## config.mk

```make
export PLATFORM = sky130hd
export DESIGN_NAME = fifo_rd_stream_flat
export DESIGN_NICKNAME = d
export VERILOG_FILES = /design/src/rtl/fifo_rd_stream_if.sv /design/src/rtl/fifo_rd_stream.sv /design/src/flat_wrapper.sv
export SDC_FILE = /design/constraint.sdc
export NUM_CORES = 1
export LEC_CHECK = 0
export CORE_MARGIN = 4
export CORE_UTILIZATION = 30
export CTS_BUF_LIST = sky130_fd_sc_hd__clkbuf_8
export CTS_CLUSTER_SIZE = 25
export DETAILED_ROUTE_END_ITERATION = 12
export PLACE_DENSITY_LB_ADDON = 0.1
export SLEW_MARGIN = 10
export SYNTH_ARGS = -nofsm -noshare
export SYNTH_HDL_FRONTEND = slang
export SYNTH_SLANG_ARGS = --single-unit
export TNS_END_PERCENT = 1
```

## constraint.sdc

```tcl
create_clock -name rclk -period 8.6 [get_ports rclk]
set_input_delay 1.72 -clock rclk [delete_from_list [all_inputs] [get_ports rclk]]
set_output_delay 1.72 -clock rclk [all_outputs]
set_load 0.03 [all_outputs]
```

## src/rtl/fifo_rd_stream_if.sv

```systemverilog
// Valid/ready stream carrying words out of the FIFO read side.
interface fifo_rd_stream_if #(
    parameter int DATASIZE = 8
);
    logic [DATASIZE-1:0] m_data;
    logic                m_valid;
    logic                m_ready;

    modport master (
        output m_data,
        output m_valid,
        input  m_ready
    );

    modport slave (
        input  m_data,
        input  m_valid,
        output m_ready
    );
endinterface

```

## src/rtl/fifo_rd_stream.sv

```systemverilog
// Async FIFO read engine: Gray read pointer, empty detect, registered-RAM
// read port and a 2-entry skid buffer feeding a valid/ready stream.
module fifo_rd_stream #(
    parameter int DATASIZE = 8,
    parameter int ADDRSIZE = 4
) (
    input  logic                rclk,
    input  logic                rrst_n,
    input  logic [ADDRSIZE:0]   rq2_wptr,
    output logic [ADDRSIZE:0]   rptr,
    output logic [ADDRSIZE-1:0] mem_raddr,
    output logic                mem_rinc,
    input  logic [DATASIZE-1:0] mem_rdata,
    fifo_rd_stream_if.master    strm,
    output logic                rempty
);

    logic [ADDRSIZE:0]   r_rbin;
    logic [ADDRSIZE:0]   r_rptr;
    logic                r_inflight;
    logic [1:0]          r_cnt;
    logic [DATASIZE-1:0] r_buf0;
    logic [DATASIZE-1:0] r_buf1;

    logic                w_mem_empty;
    logic                w_valid;
    logic                w_pop;
    logic [2:0]          w_occ;
    logic                w_issue;
    logic [ADDRSIZE:0]   w_rbin_nxt;

    assign w_mem_empty = (r_rptr == rq2_wptr);
    assign w_valid     = (r_cnt != 2'd0);
    assign w_pop       = w_valid & strm.m_ready;
    assign w_occ       = {1'b0, r_cnt} + {2'b00, r_inflight}
                       - {2'b00, w_pop};
    assign w_issue     = rrst_n & ~w_mem_empty & (w_occ < 3'd2);
    assign w_rbin_nxt  = r_rbin + 1'b1;

    assign mem_rinc     = w_issue;
    assign mem_raddr    = r_rbin[ADDRSIZE-1:0];
    assign rptr         = r_rptr;
    assign strm.m_valid = w_valid;
    assign strm.m_data  = r_buf0;
    // Reported empty while held in reset, whatever the write pointer shows.
    assign rempty = ~rrst_n
                  | (w_mem_empty & ~r_inflight & (r_cnt == 2'd0));

    always_ff @(posedge rclk or negedge rrst_n) begin
        if (!rrst_n) begin
            r_rbin     <= '0;
            r_rptr     <= '0;
            r_inflight <= 1'b0;
            r_cnt      <= 2'd0;
            r_buf0     <= '0;
            r_buf1     <= '0;
        end else begin
            r_inflight <= w_issue;
            r_cnt      <= w_occ[1:0];
            if (w_issue) begin
                r_rbin <= w_rbin_nxt;
                r_rptr <= w_rbin_nxt ^ (w_rbin_nxt >> 1);
            end
            // Head leaves before the arriving word is appended.
            case ({w_pop, r_inflight})
                2'b11: begin
                    if (r_cnt == 2'd2) begin
                        r_buf0 <= r_buf1;
                        r_buf1 <= mem_rdata;
                    end else begin
                        r_buf0 <= mem_rdata;
                    end
                end
                2'b10: r_buf0 <= r_buf1;
                2'b01: begin
                    if (r_cnt == 2'd0) r_buf0 <= mem_rdata;
                    else               r_buf1 <= mem_rdata;
                end
                default: ;
            endcase
        end
    end

    a_no_overflow: assert property (
        @(posedge rclk) disable iff (!rrst_n) w_occ <= 3'd2
    );

endmodule

```

## src/flat_wrapper.sv

```systemverilog
// flat-port wrapper written by rule: the top's interface ports become plain ports
module fifo_rd_stream_flat 
#(
    parameter int DATASIZE = 8,
    parameter int ADDRSIZE = 4
)
  (rclk, rrst_n, rq2_wptr, rptr, mem_raddr, mem_rinc, mem_rdata, rempty, strm_m_data, strm_m_valid, strm_m_ready);
  fifo_rd_stream_if #(.DATASIZE(DATASIZE)) strm_i ();
  input  logic rclk;
  input  logic rrst_n;
  input  logic [ADDRSIZE:0] rq2_wptr;
  output logic [ADDRSIZE:0] rptr;
  output logic [ADDRSIZE-1:0] mem_raddr;
  output logic mem_rinc;
  input  logic [DATASIZE-1:0] mem_rdata;
  output logic rempty;
  output wire logic [$bits(strm_i.m_data)-1:0] strm_m_data;
  output wire logic [$bits(strm_i.m_valid)-1:0] strm_m_valid;
  input wire logic [$bits(strm_i.m_ready)-1:0] strm_m_ready;
  assign strm_m_data = strm_i.m_data;
  assign strm_m_valid = strm_i.m_valid;
  assign strm_i.m_ready = strm_m_ready;
  fifo_rd_stream #(.DATASIZE(DATASIZE), .ADDRSIZE(ADDRSIZE)) u_core (.rclk(rclk), .rrst_n(rrst_n), .rq2_wptr(rq2_wptr), .rptr(rptr), .mem_raddr(mem_raddr), .mem_rinc(mem_rinc), .mem_rdata(mem_rdata), .strm(strm_i), .rempty(rempty));
endmodule
```

==> summary.md, run 1 <==
Leaving out fill and tap cells, the most frequent cells in the layout are sky130_fd_sc_hd__clkdlybuf4s50_1 (35), sky130_fd_sc_hd__dfrtp_1 (28), sky130_fd_sc_hd__nand2_1 (21), sky130_fd_sc_hd__xnor2_1 (11), sky130_fd_sc_hd__inv_1 (9). The fraction of layout instances using a drive strength above 1 is 14.36%, and the number of buffers inserted by hold repair at cts is 0. TritonCTS built the clock tree.

The register bit total from synthesis is 28, and the mapped cell area is 0.001629 mm^2. The number of antenna violations at the first check in global routing came out at 0. For the diode insertion count for antenna repair, the log shows 0. Global routing finished with a remaining overflow of 0. The pre-antenna-repair detailed-routing pass consisted of 4 iterations.

The tools report the maximum level of the CTS H-tree as 1. The number of maximum-capacitance violations came out at 0. Nature of the critical path endpoint: a primary output.

The synthesis-to-finish area growth was 28.72%; the met3 track demand over resource was 3.509%. The Yosys step of the flow raised 0 warnings. Cell at the root of the clock tree: sky130_fd_sc_hd__clkbuf_8. After synthesis, the cell types taking the most area are sky130_fd_sc_hd__dfrtp_1 (43%), sky130_fd_sc_hd__xnor2_1 (5.9%), sky130_fd_sc_hd__mux2_2 (5.5%), sky130_fd_sc_hd__nand2_1 (4.8%), sky130_fd_sc_hd__ha_1 (4.6%). Based on the critical path, the design can be clocked at up to 147.5 MHz. At the later pin of the worst-skew pair, clock insertion delay measures 0.27 ns. In this run the tightest slew margin relative to its limit is 50.11%. The routed length per placed instance is 15.00 um. The peak-usage layer in the global routing report was met2.

The number of buffer cells added on primary ports works out to 35. The area share of the largest cell type after synthesis is 43.01%. The HPWL after detailed placement is 2713 um. The net count of the finished layout is 205. The detailed router finished its first iteration with 87 violations. Of all nets on the critical path, the largest fanout is 17. Synthesized area per cell: 10.93 um^2.

The first global-routing pass estimated 6223 um of wire. Entering global routing, the biggest net connects 31 pins. The detailed router placed 1276 vias in this run. Of the synthesized area, sequential elements account for 43.01%. For the pin with the worst max-slew slack, the measured transition is 0.7484 ns. The logs give 0.2480 mV for the maximum VDD drop and 0.006673 mm^2 for the full die area. The tools report the fraction of met1 tracks used by global routing as 14.55%.

For this design the ratio of total power to cell area is 417.9 mW/mm^2. After floorplanning, the core was sized to cover 0.005172 mm^2. Post-CTS repair changed the size of 0 cells. The number of core rows is 26. Global routing usage on met2: 21.42%. For the final database, setup skew stands at 0.005766 ns. The number of hold violations in the final report was 0. For this run, design rule violations remaining after detail routing come to 0. The number of nets handed over by synthesis was 172. Most frequent standard cell in the layout excluding fill and tap cells: sky130_fd_sc_hd__clkdlybuf4s50_1.

The logs give 0 for the final count of pins violating max slew and 12.09% for the total routing resource utilization after global routing. The die span in x is 81.69 um. After clock tree synthesis, the clock-pin slew on the worst setup and hold paths is 0.10 ns. Counting I/O delays and the setup requirement, the final critical path takes 6.782 ns. The post-detailed-routing wire length came out at 3765 um.

Counting every instance in the synthesized netlist gives 149. The total setup violations reported at the end of the flow is 0, and the sum of negative setup slack is 0 ns. STA puts the critical path data arrival time at 5.06 ns. Setup repair after global routing left no endpoint under its margin. Kind of start point of the critical path: an input pin.

The height of the die was 81.69 um; the residual antenna-violating net count after detailed routing was 0. Summing internal, switching and leakage power gives 0.0008764 W. The number of different library cells used by synthesis comes to 36. The run finished with clean final reports. The biggest area contributor in the post-synthesis netlist is sky130_fd_sc_hd__dfrtp_1.

The run gives 28 as the CTS sink count. For the I/O pin count, the log shows 36. The class of the most critical hold timing path was flop to flop. The initial utilization of the core area, before any placement, comes to 31.49%. The vias per cell came out at 5.084. The run gives 1301 as the number of global-route vias before repair. Critical path data required time: 6.88 ns. The clock passes through at most 2 buffers. After clock tree synthesis, the setup repair step added 0 buffers. The critical path class was input pin to primary output.

Routability-driven placement congestion ratio: 0.7925. Clock tree synthesis inserted a total of 3 buffers. After layout, the worst path uses 78.85% of the clock period. The analysis attributes to cell leakage a power of 0.8957 nW.
## layer usage
layer	wire length [um]	part of all wire, %
met1	1538	41
met2	1973	52
met3	228	6.1
met4	25	0.66
met5	0	0
## cells by family after synthesis
group,synth area share (%)
muxes,6.452
DFF,43.01
and+or+nand+nor,12.37
adders and majority gates,5.837
xor gates and xnor gates,8.526
AOI/OAI and AO/OA,18.74
buffers and inverters,5.069
## flip-flops by register name, summed over array words and instances, names as in the netlist
register	cells
u_core.r_cnt	2
u_core.r_rbin	4
u_core.r_buf1	8
u_core.rptr	5
u_core.r_inflight	1
u_core.strm.m_data	8
## critical path, stage by stage
cell and delay, ns:
sky130_fd_sc_hd__clkdlybuf4s50_1 0.40, sky130_fd_sc_hd__nor2b_4 0.14, sky130_fd_sc_hd__ha_1 0.63, sky130_fd_sc_hd__inv_1 0.09, sky130_fd_sc_hd__ha_1 0.21, sky130_fd_sc_hd__fa_1 0.37
sky130_fd_sc_hd__xnor2_1 0.17, sky130_fd_sc_hd__nor3b_4 0.28, sky130_fd_sc_hd__o21ai_2 0.24, sky130_fd_sc_hd__inv_1 0.13, sky130_fd_sc_hd__clkdlybuf4s50_1 0.68
## Yosys cell counts, drive strengths merged
cell and number:
mux2 9, and4 1, clkbuf 3, fa 1
buf 5, ha 6, xnor2 12, nor2b 1
dfrtp 28, a311oi 8, o22ai 1, a221oi 8
o31ai 2, a21o 8, nor3b 1, or2b 1
nand2b 2, nand3 1, and2 2, inv 9
nor2 4, o21ai 6, a31oi 1, nand2 21
a211oi 1, nand4 3, xor2 3, a21oi 1
## where the power goes
part / switching (W) / internal [W]
Clock: 0.0000418 / 0.0000623
Sequential: 0.0000636 / 0.000196
Combinational: 0.000284 / 0.000229
Total: 0.000390 / 0.000487
## final timing paths
check | cells past startpoint | to | start | slack [ns]
max in group asynchronous | 2 | u_core.rptr[3] | rrst_n | 6.48
worst min-delay path | 1 | u_core.strm.m_data[7] | u_core.strm.m_data[7] | 0.48
min in group asynchronous | 2 | u_core.strm.m_data[6] | rrst_n | 1.82
worst max register to register | 10 | u_core.r_rbin[1] | u_core.r_cnt[0] | 5.36
worst min register to register | 1 | u_core.strm.m_data[7] | u_core.strm.m_data[7] | 0.48
worst max-delay path | 11 | mem_rinc | strm_m_ready | 1.82
## metrics by stage
step / util, % / instances / area, um^2 / worst slack [ns] / hold WS (ns)
floorplan: - / 149 / 1629 / 2.782 / 0.5038
global placement: 39.16 / 247 / 2026 / 1.901 / 0.4584
detailed placement: 39.16 / 247 / 2026 / 1.828 / 0.4655
CTS: 40.54 / 251 / 2097 / 1.799 / 0.4905
global route: 40.54 / 251 / 2097 / 1.596 / 0.5089
finish: 40.54 / 251 / 2097 / 1.818 / 0.4845
## area by class of cell
cell class / count / area, um^2
clock buffer: 3 / 41.29
timing repair buffer: 36 / 357.8
clock inverter: 1 / 30.03
sequential: 28 / 700.7
multi-input combinational: 104 / 845.8
tap: 70 / 87.58
fill: 496 / 3075
inverter: 9 / 33.78
No activity file was read; power rests on OpenSTA's default activity.
==> run 2: changes to the inputs <==
- clock period: 8.6 -> 5.48 ns (I/O delays scaled with it)
==> run 2 against run 1 <==
Net effect: design area rose by 0.72%; global-route usage rose by 0.37 points; critical path depth fell by 1; first-iteration DRC count rose by 10%; worst hold slack improved by 0.0065 ns; critical endpoint unchanged; largest cell class unchanged; largest power group unchanged.
==> summary.md, run 2 (synthesis gave the netlist of run 1 again) <==
TritonCTS built the clock tree. The post-detailed-routing wire length was 3891 um. The logs give 6361 um for the global-route wire length before repair and 0.28 ns for the latest clock arrival within the worst-skew pair. The detailed-placement wirelength estimate is 2807 um, and the number of global-route vias before repair is 1357. Measured in cells, the most critical reg-to-reg path has a length of 11.

During placement, the flow inserted port buffers numbering 35. The height of the die came out at 81.69 um. The worst setup path is captured at a primary output.

The tightest min-delay check is of the flop to flop type. The clock edge transition at the registers on the reported setup and hold paths works out to 0.11 ns. For hold timing, the worst endpoint is u_core.strm.m_data[2]. Relative to the synthesized area, the layout overhead comes to 29.65%.

Critical path class: input pin to primary output. The count of nets left with antenna violations once routing finished came out at 0. The minimum setup slack among reg-to-reg paths came out at 2.68 ns. The worst path in the final design needs a cycle of 4.910 ns, including I/O delays and setup. The initial cell density of the core is 31.49%, and the net count reported at finish is 207.

The number of buffers and inverters on the critical path is 4. The pre-antenna-repair detailed-routing pass consisted of 4 iterations. At the pin with the least slew margin, the transition time is 0.7275 ns.

The largest single stage delay on the critical path is 0.67 ns. The core outline area is 0.005172 mm^2, and the number of maximum-capacitance violations is 0. The number of antenna violations at the first check in global routing came out at 0. The total routing resource utilization after global routing is 12.47%. The floorplan step defined a die boundary enclosing 0.006673 mm^2.

The multi-input logic area is 845.8 um^2, and the number of placed cells counting well taps is 249. Of the cells placed in the final design, the portion with a size suffix greater than 1 is 15.30%. The number of cells on the worst hold path was 1. The final non-filler cell total was 253.

The area occupied by registers was 700.7 um^2; the routability-driven placement congestion ratio was 0.7247. In the finished design, the share of the clock period the worst path needs comes to 89.59%. Along the worst path, the maximum fanout reaches 5.

IR analysis of the VDD net gives a maximum drop of 0.3779 mV. The flow ran to the end, and the final reports show no timing, DRC or antenna violations. The run gives 0 as the number of hold violations in the final report.

0 antenna diodes ended up in the layout. Clock skew on the completed layout was measured at 0.01283 ns. In this run the clock root is driven by a sky130_fd_sc_hd__clkbuf_8. Summing over every cut layer, the via total after detailed routing is 1247. The number of core rows is 26, and the worst-case headroom to the max-slew limit is 51.50%. The first routing iteration left 96 violations. In this run the power density over the cells is 657.1 mW/mm^2. After detailed routing, the number of vias per cell comes to 4.929. Total setup violations reported at the end of the flow: 0. Post-CTS resize count: 0. The tools report the DRC violation count after routing as 0. The clock net in this run drives a total of 28 sinks. The floorplan step set the die width to 81.69 um. For this design the static power due to leakage is 0.9047 nW. The tools report the clock buffer count from CTS as 3. For the post-CTS repair timing setup buffer count, the log shows 0.

Among cell families on the critical path, the largest total delay comes from buffers and inverters. The routed length per placed instance was 15.38 um. Setup repair after global routing left no endpoint under its margin. The destination of the worst register-to-register timing path is u_core.r_rbin[1]. Walking the worst path, the cells encountered are clkdlybuf4s50_1, nor2b_4, ha_1, inv_1, ha_1, fa_1, nor3b_4, o21ai_2, inv_1, clkdlybuf4s50_1.

The top cell types in the final layout, fill and taps aside, are sky130_fd_sc_hd__clkdlybuf4s50_1 (35), sky130_fd_sc_hd__dfrtp_1 (28), sky130_fd_sc_hd__nand2_1 (21), sky130_fd_sc_hd__xnor2_1 (11), sky130_fd_sc_hd__inv_1 (9). The worst register-to-register path begins at u_core.r_cnt[0]. Kind of start point of the critical path: an input pin. STA puts the critical path data required time at 4.38 ns.

The filler cell count is 514, and the I/O pin count is 36. Summed over all failing endpoints, the final setup total negative slack is 0 ns. Final count of pins violating max slew: 0. The run gives 0 as the sum of overflow across all layers after global routing. Start point of the worst hold path: u_core.strm.m_data[2]. Worst-path cell with the longest stage delay: sky130_fd_sc_hd__clkdlybuf4s50_1. Highest attainable clock frequency: 203.7 MHz. The logs give 2 for the maximum root-to-sink buffer count and 1 for the maximum level of the CTS H-tree. Number of buffers inserted by hold repair at cts: 0. The arrival time of the worst setup path came out at 3.81 ns. Entering global routing, the biggest net connects 30 pins. The most frequent standard cell in the layout excluding fill and tap cells is sky130_fd_sc_hd__clkdlybuf4s50_1.
-- run 2: worst max-delay path by stage --
stage,from,to,depth (start not counted)
2_1_floorplan,strm_m_ready,mem_rinc,12
3_3_place_gp,strm_m_ready,mem_rinc,10
3_5_place_dp,strm_m_ready,mem_rinc,10
4_1_cts,strm_m_ready,mem_rinc,10
5_1_grt,strm_m_ready,mem_rinc,10
6_report,strm_m_ready,mem_rinc,10
-- run 2: metrics by stage --
stage	util, %	worst slack, ns	hold WS (ns)	total power [W]	area (um^2)
after floorplan	-	0.9096	0.5038	0.0009926	1629
after global placement	39.45	0.5960	0.4582	0.001216	2041
after detailed placement	39.45	0.5651	0.4732	0.001239	2041
after CTS	40.83	0.5467	0.4994	0.001411	2112
after global routing	40.83	0.4009	0.5098	0.001488	2112
final	40.83	0.5704	0.4910	0.001388	2112
-- run 2: layout make-up --
cell class                      instances  area share, %
Clock buffer                            3          1.955
Inverter                                9          1.600
Tap cell                               70          4.147
Clock inverter                          1          1.422
Timing Repair Buffer                   38          17.65
Multi-Input combinational cell        104          40.05
Sequential cell                        28          33.18
-- run 2: per-layer routing --
| metal | wire [um] | track usage [%] | up-vias |
|---|---|---|---|
| met5 | 0 | 0 | - |
| met4 | 25 | 3.156 | 0 |
| met3 | 147 | 2.961 | 2 |
| met2 | 2019 | 23.05 | 24 |
| met1 | 1699 | 14.35 | 619 |
| li1 | - | - | 602 |
-- run 2: worst register-to-register path: cells and delay by family (launching register included) --
family	cells	cell delay, ns
flops	1	0.48
xor+xnor	1	0.16
buf+inv	2	0.24
fa+ha+maj	3	0.85
mux	1	0.30
simple gates	3	0.56
compound gates	1	0.09
-- run 2: where the power goes --
group	switching [W]	total, W	internal, W	leakage, nW
Combinational	0.000449	0.000817	0.000368	0.523
Sequential	0.0000990	0.000406	0.000307	0.346
Clock	0.0000668	0.000165	0.0000978	0.0357
==> run 3: changes to the inputs <==
- GPL_ROUTABILITY_DRIVEN: not set -> 1
==> results of run 3 <==
No change in the layout: final DEF, timing and power equal those of run 2.
